==> src/rtl/piano_pkg.sv <==
// Shared constants and types for the piano audio path: note indexing,
// oscillator half-periods and sample width.
package piano_pkg;

    localparam int NUM_NOTES  = 7;
    localparam int SAMPLE_W   = 24;
    localparam int CNT_W      = 17;
    localparam int REF_CLK_HZ = 50_000_000;

    typedef enum logic [2:0] {
        NOTE_C, NOTE_D, NOTE_E, NOTE_F, NOTE_G, NOTE_A, NOTE_B
    } note_e;

    // Half-periods in cycles at REF_CLK_HZ, C4..B4.
    localparam logic [CNT_W-1:0] HALF_PERIOD [NUM_NOTES] = '{
        17'd95419, 17'd85034, 17'd75757, 17'd71633,
        17'd63775, 17'd56818, 17'd50607
    };

    // CLK_HZ / (2*f), truncated, for clocks other than the reference.
    function automatic logic [CNT_W-1:0] half_period(input int clk_hz, input int idx);
        int hz;
        case (idx)
            0:       hz = 262;
            1:       hz = 294;
            2:       hz = 330;
            3:       hz = 349;
            4:       hz = 392;
            5:       hz = 440;
            default: hz = 494;
        endcase
        return CNT_W'(clk_hz / (2 * hz));
    endfunction

endpackage

==> src/rtl/square_osc.sv <==
// One square-wave note oscillator: free-runs while enabled, held at
// phase 0 with a cleared counter while disabled.
module square_osc
    import piano_pkg::*;
#(
    parameter logic [CNT_W-1:0] HALF      = 17'd95419,
    parameter int               AMPLITUDE = 1_048_576
) (
    input  logic                       CLOCK_50,
    input  logic                       reset,
    input  logic                       en,
    output logic signed [SAMPLE_W-1:0] level
);

    localparam logic signed [SAMPLE_W-1:0] AMP = SAMPLE_W'(AMPLITUDE);

    logic [CNT_W-1:0] r_cnt;
    logic             r_phase;

    always_ff @(posedge CLOCK_50 or posedge reset) begin
        if (reset) begin
            r_cnt   <= '0;
            r_phase <= 1'b0;
        end else if (!en) begin
            // a released note always restarts from phase 0
            r_cnt   <= '0;
            r_phase <= 1'b0;
        end else if (r_cnt == HALF - 1'b1) begin
            r_cnt   <= '0;
            r_phase <= ~r_phase;
        end else begin
            r_cnt   <= r_cnt + 1'b1;
        end
    end

    always_comb begin
        level = '0;
        if (en)
            level = r_phase ? -AMP : AMP;
    end

endmodule

==> src/rtl/note_tone_gen.sv <==
// Polyphonic square-wave tone generator: synchronises the note switches,
// mixes seven oscillators and emits samples at SAMPLE_HZ over valid/ready.
module note_tone_gen
    import piano_pkg::*;
#(
    parameter int CLK_HZ    = 50_000_000,
    parameter int SAMPLE_HZ = 48_000,
    parameter int AMPLITUDE = 1_048_576
) (
    input  logic                       CLOCK_50,
    input  logic                       reset,
    input  logic                       c_note,
    input  logic                       d_note,
    input  logic                       e_note,
    input  logic                       f_note,
    input  logic                       g_note,
    input  logic                       a_note,
    input  logic                       b_note,
    output logic signed [SAMPLE_W-1:0] sample,
    output logic                       sample_valid,
    input  logic                       sample_ready,
    output logic                       note_on,
    output logic                       overrun
);

    localparam int DIV   = CLK_HZ / SAMPLE_HZ;
    localparam int DIV_W = $clog2(DIV);

    logic [NUM_NOTES-1:0]       w_notes;
    logic [NUM_NOTES-1:0]       r_sync1;
    logic [NUM_NOTES-1:0]       r_sync2;
    logic signed [SAMPLE_W-1:0] w_level [NUM_NOTES];
    logic signed [SAMPLE_W-1:0] w_mix;
    logic [DIV_W-1:0]           r_div;
    logic                       w_tick;
    logic signed [SAMPLE_W-1:0] r_sample;
    logic                       r_valid;
    logic                       r_overrun;
    logic                       r_note_on;

    always_comb begin
        w_notes         = '0;
        w_notes[NOTE_C] = c_note;
        w_notes[NOTE_D] = d_note;
        w_notes[NOTE_E] = e_note;
        w_notes[NOTE_F] = f_note;
        w_notes[NOTE_G] = g_note;
        w_notes[NOTE_A] = a_note;
        w_notes[NOTE_B] = b_note;
    end

    always_ff @(posedge CLOCK_50 or posedge reset) begin
        if (reset) begin
            r_sync1   <= '0;
            r_sync2   <= '0;
            r_note_on <= 1'b0;
        end else begin
            r_sync1   <= w_notes;
            r_sync2   <= r_sync1;
            r_note_on <= |r_sync2;
        end
    end

    // The reference table is used verbatim at 50 MHz; other clocks derive it.
    for (genvar gi = 0; gi < NUM_NOTES; gi++) begin : g_osc
        localparam logic [CNT_W-1:0] HALF = (CLK_HZ == REF_CLK_HZ) ?
                                            HALF_PERIOD[gi] : half_period(CLK_HZ, gi);
        square_osc #(
            .HALF      (HALF),
            .AMPLITUDE (AMPLITUDE)
        ) u_osc (
            .CLOCK_50 (CLOCK_50),
            .reset    (reset),
            .en       (r_sync2[gi]),
            .level    (w_level[gi])
        );
    end

    // 7*AMPLITUDE fits in 24 bits signed, so the plain sum never wraps.
    always_comb begin
        w_mix = '0;
        for (int i = 0; i < NUM_NOTES; i++)
            w_mix = w_mix + w_level[i];
    end

    assign w_tick = (r_div == DIV_W'(DIV - 1));

    always_ff @(posedge CLOCK_50 or posedge reset) begin
        if (reset)
            r_div <= '0;
        else if (w_tick)
            r_div <= '0;
        else
            r_div <= r_div + 1'b1;
    end

    // A tick always wins over an accept; overrun only when an unread sample is lost.
    always_ff @(posedge CLOCK_50 or posedge reset) begin
        if (reset) begin
            r_sample  <= '0;
            r_valid   <= 1'b0;
            r_overrun <= 1'b0;
        end else if (w_tick) begin
            r_sample <= w_mix;
            r_valid  <= 1'b1;
            if (r_valid && !sample_ready)
                r_overrun <= 1'b1;
        end else if (r_valid && sample_ready) begin
            r_valid <= 1'b0;
        end
    end

    assign sample       = r_sample;
    assign sample_valid = r_valid;
    assign overrun      = r_overrun;
    assign note_on      = r_note_on;

endmodule

==> config.mk <==
export PLATFORM = sky130hd
export DESIGN_NAME = note_tone_gen
export DESIGN_NICKNAME = d
export VERILOG_FILES = /design/src/rtl/piano_pkg.sv /design/src/rtl/square_osc.sv /design/src/rtl/note_tone_gen.sv
export SDC_FILE = /design/constraint.sdc
export NUM_CORES = 1
export LEC_CHECK = 0
export ABC_AREA = 1
export CORE_MARGIN = 3
export CORE_UTILIZATION = 55
export CTS_BUF_LIST = sky130_fd_sc_hd__clkbuf_4
export DETAILED_ROUTE_END_ITERATION = 8
export HOLD_SLACK_MARGIN = 0.02
export PLACE_DENSITY = 0.79
export SYNTH_ARGS = -nofsm -noshare
export SYNTH_HDL_FRONTEND = slang
export SYNTH_HIERARCHICAL = 1
export SYNTH_SLANG_ARGS = --single-unit
==> constraint.sdc <==
create_clock -name CLOCK_50 -period 4.65 [get_ports CLOCK_50]
set_clock_uncertainty 0.15 [all_clocks]
set_input_delay 0.93 -clock CLOCK_50 [delete_from_list [all_inputs] [get_ports CLOCK_50]]
set_output_delay 0.93 -clock CLOCK_50 [all_outputs]
set_load 0.01 [all_outputs]
# Word-level counts from Yosys, hierarchy flattened
# Index checks and enable logic that the tools add are counted.
[totals]
regBits = 178
inputBits = 10
output_inout_bits = 27
wordCells = 108
[classes]
n_addsub = 14
n_eq_ne = 15
n_mux = 45
bitwise = 7
n_reduce_logical = 6
[op_table]
columns = ["operator", "n"]
rows = [
  ["24-bit 2-to-1 mux", 14],
  ["17-bit 2-to-1 mux", 14],
  ["24-bit adder", 6],
  ["17-bit by 1-bit adder with 17-bit output (second input constant)", 7],
  ["17-bit == test (second input constant)", 4],
  ["17-bit by 16-bit == test with 1-bit output (second input constant)", 3],
  ["1-bit 2-to-1 mux", 16],
  ["2-bit by 1-bit inequality test with 1-bit output (second input constant)", 7],
  ["11-bit by 1-bit adder with 11-bit output (second input constant)", 1],
  ["11-bit == test (second input constant)", 1],
  ["11-bit 2-to-1 mux", 1],
  ["1-bit inverter", 7],
  ["7-bit OR reduction", 1],
  ["1-bit logical AND", 2],
  ["2-bit AND reduction", 1],
  ["2-bit nonzero test", 1],
  ["1-bit zero test", 1],
]

# Longest topological paths before layout
# Gate-level depths: netlist of run 1.
[depth]
ltp_word = 8
ltp_mapped = 22

# Cells and area by module
# Netlist of run 1, hierarchy kept.
[by_module_without_submodules]
columns = ["mod", "n_inst", "cells_per_inst", "area_each_um2", "seq_area_each_um2"]
rows = [
  ["note_tone_gen", 1, 867, 6729.0, 1301.2],
  ["square_osc at g_osc[3].u_osc", 1, 165, 1261.2, 450.4],
  ["square_osc at g_osc[6].u_osc", 1, 161, 1258.7, 450.4],
  ["square_osc at g_osc[4].u_osc", 1, 162, 1221.2, 450.4],
  ["square_osc at g_osc[5].u_osc", 1, 165, 1216.2, 450.4],
  ["square_osc at g_osc[2].u_osc", 1, 160, 1198.6, 450.4],
  ["square_osc at g_osc[1].u_osc", 1, 160, 1197.4, 450.4],
  ["square_osc at g_osc[0].u_osc", 1, 164, 1186.1, 450.4],
]

# Worst setup path after synthesis of run 1
# Ideal clock, no wire load.
[synth_timing]
path_kind = "register to register"
startpoint = "reg r_sync2[6]"
endpoint = "reg r_sample[23] (netlist: sample[23])"
setup_time_ns = 0.117
arrival_ns = 3.657
required_time_ns = 4.383
slack_ns = 0.726
stages_incl_launch_ff = 17
period_less_slack_ns = 3.924
cell_sequence = "dfrtp_1 nand2_1 inv_1 buf_4 fa_1 fa_1 fa_1 fa_1 ha_1 a21oi_1 nand2_1 a21oi_1 nand3_1 inv_1 nand2_1 nand3_1 nand2_1"
[synth_lines]
columns = ["element", "line", "source"]
rows = [
  ["start: declaration", "note_tone_gen.sv:31", "logic [NUM_NOTES-1:0] r_sync2;"],
  ["start signal: assignment", "note_tone_gen.sv:59", "r_sync2 <= r_sync1;"],
  ["end signal: assignment", "note_tone_gen.sv:104", "r_sample <= w_mix;"],
  ["end: declaration", "note_tone_gen.sv:36", "logic signed [SAMPLE_W-1:0] r_sample;"],
]

==> flow_summary_export.csv, run 1 <==
group,metric,value,unit
place,place_ws,497,ps
route,drt_iter0_drc,795,
synth,syn_area,15300,um2
die,rows,60,
synth,async_reset_ff_share,100,%
clock_tree,cts_tree,"built",
die,die_h,173,um
run,max-cap-violations,0,
timing,fmax,239,MHz
synth,yosysWarnings,6,
synth,synth_ff_type,"dfrtp_1",
critical_path,crit_buf_inv,2,
grt,grt-ovfl-total,0,
route,wl_per_cell,11.4,um
timing,worst_slew_pin_slew,1070,ps
timing,min_period_over_period,89.9,%
route,num_vias,11300,
timing,max_slew_margin,28.8,%
layout,post-route-util,57.5,%
clock_tree,cts_hold_buf,0,
critical_path,worst-setup-path-type,"flip-flop to flip-flop",
grt,grt_max_degree,38,
grt,antenna_found_initial,1,
synth,ys_seq_area_share,29.2,%
critical_path,critPathArrivalTime,4490,ps
grt,busiest_layer,"met2",
critical_path,cp_top_family,"adder cells",
route,firstDrtPassIters,5,
critical_path,end_kind,"flip-flop",
critical_path,required,4960,ps
grt,met2_usage,35.4,%
power_and_ir_drop,clock_power_share,13.2,%
synth,synth_seq_cells,178,
timing,hold_viol_final,0,
route,vias_per_cell,4.68,
clock_tree,post-cts-setup-buffers,0,
critical_path,startpoint_type,"flip-flop",
synth,syn_area_per_cell,7.62,um2
layout,fin_area,15600,um2
die,coreArea,27100,um2
timing,fin_ws,468,ps
clock_tree,cts-root-buf,"clkbuf_4",
clock_tree,cts-buffers-inserted,17,
die,die_area,29800,um2
synth,synthCells,2004,
clock_tree,cts-resized-gates,0,
die,die_w,173,um
clock_tree,clock_path_buffers,2,
clock_tree,numClockSinks,178,
layout,area_growth,2.14,%
layout,fin_cells,2410,
layout,final_common_cell,"inv_1",
route,drt-total-wl,27400,um
power_and_ir_drop,p_leak,7.54,nW
power_and_ir_drop,p_sw_share,46.9,%
synth,synth.distinct_cells,48,
grt,grt_pass1_wl,49900,um
layout,nNetsFinal,2188,
min_path,hold_path.class,"flip-flop to flip-flop",
route,ant_nets,0,
place,placed_area,15300,um2
power_and_ir_drop,irDropWorstVdd,0.261,mV
clock_tree,clkLatencyLatePin,570,ps
layout,drive_above_1_share,7.46,%
critical_path,crit_path_cell_trace,"nand2_1, inv_1, fa_1, fa_1, fa_1, fa_1, ha_1, a21oi_1, nand2_1, a21oi_1, nand3_1, inv_1, nand2_1, nand3_1, nand2_1",
timing,setup_tns,0,ps
timing,slew_violations,0,
power_and_ir_drop,seq_power_share,26.0,%
critical_path,critPathMaxFanout,11,
timing,period_minus_slack,4180,ps
place,io_buffers,36,
layout,nFillCells,2475,
grt,grt_util_all_layers,19.6,%
timing,whs,221,ps
grt,use_met3,2.64,%
clock_tree,clk_pin_slew,140,ps
grt,grt_pass1_vias,11500,
timing,rsz0062_at_grt,"no",
place,hpwl,22100,um
route,remaining_drc_errors,0,
grt,grtUsageMet1,24.8,%
power_and_ir_drop,p_int,3.26,mW
power_and_ir_drop,p_total,6.14,mW
place,dp.cells,2378,
critical_path,crit_path_top_delay_cell,"dfrtp_1",
run_status,status,"finished, final reports clean",
synth,synth_edf_count,0,
power_and_ir_drop,switching_power,2.88,mW
place,gp_congestion,0.939,
timing,setup_viol,0,
die,ios,37,
clock_tree,cts_max_level,4,
critical_path,max_stage_delay,640,ps
die,start_util,56.3,%
power_and_ir_drop,combPwrFrac,60.7,%
layout,final_cell_mix,"inv_1 (429), nand2_1 (406), nor2_1 (259), dfrtp_1 (178), conb_1 (140)",
power_and_ir_drop,pwr_density_cell,394,nW/um2
[metal layers]
layer  wire [um]  share of wire [%]
met4         554                2.0
met2       13900                 51
met5           0                  0
met3        1030                3.8
met1       11900                 43
[synthesized netlist by cell type, types with 31 or more instances]
cell type | number | area share [%]
inv_1 | 430 | 11
nor2_2 | 39 | 1.6
nand2_1 | 406 | 10
ha_1 | 41 | 3.4
dfrtp_1 | 178 | 29
nand3_1 | 87 | 2.9
nor2_1 | 259 | 6.4
nand4_1 | 31 | 1.3
buf_4 | 163 | 8.0
xor2_1 | 35 | 2.0
fa_1 | 112 | 15
a21oi_1 | 32 | 1.0
[state kept, by name, summed over array words and instances, names as in the netlist]
signal and flops:
r_sync2 7, r_sync1 7, g_osc.u_osc/r_phase 7, note_on 1, r_div 11, overrun 1
sample_valid 1, g_osc.u_osc/r_cnt 119, sample 24
[path summary, 6_finish.rpt]
path | endpoint | startpoint | slack, ps | depth (start not counted)
max reg2reg | sample[23] | r_sync2[4] | 470 | 15
min reg2reg | r_sync2[0] | r_sync1[0] | 220 | 0
min | r_sync2[0] | r_sync1[0] | 220 | 0
max | sample[23] | r_sync2[4] | 470 | 15
min in group asynchronous | r_sync1[0] | reset | 880 | 2
max in group asynchronous | sample[22] | reset | 2640 | 3
[cells by family (layout without fill, tap and decap cells)]
kind of cell | after synthesis | in the layout | share of synthesized area (%)
and+or+nand+nor | 912 | 912 | 26.9
buffers and inverters | 614 | 514 | 19.3
DFF | 178 | 178 | 29.2
adders and majority gates | 153 | 153 | 18.0
AOI/OAI and AO/OA | 83 | 83 | 3.15
xor gates and xnor gates | 57 | 57 | 3.27
other | 7 | 141 | 0.172
[final cells by class]
class / instances / area, um2 / share of cell area [%]
clock inverters: 13 / 111 / 0.714
diodes: 1 / 2.50 / 0.0160
flip-flops and latches: 178 / 4450 / 28.6
repair buffers: 38 / 375 / 2.41
inverters: 445 / 1680 / 10.8
well taps: 372 / 465 / 2.98
clock buffers: 18 / 135 / 0.866
multi-input cells: 1345 / 8370 / 53.7
[power by group through the flow]
stage | Sequential [mW] | Clock [mW] | Combinational (mW)
floorplan | 1.62 | 0 | 3.03
global placement | 1.63 | 0 | 3.00
detailed placement | 1.63 | 0 | 3.03
CTS | 1.60 | 0.846 | 3.03
global route | 1.61 | 0.907 | 4.36
finish | 1.60 | 0.814 | 3.73
No activity file was read; power rests on OpenSTA's default activity.
==> run 2, diff against run 1 <==
--- a/constraint.sdc
+++ b/constraint.sdc
@@ -4,2 +4,2 @@
 set_output_delay 0.93 -clock CLOCK_50 [all_outputs]
-set_load 0.01 [all_outputs]
+set_load 0.005 [all_outputs]
==> results of run 2 <==
Same layout as run 1 (identical final DEF). Status: finished, final reports clean.
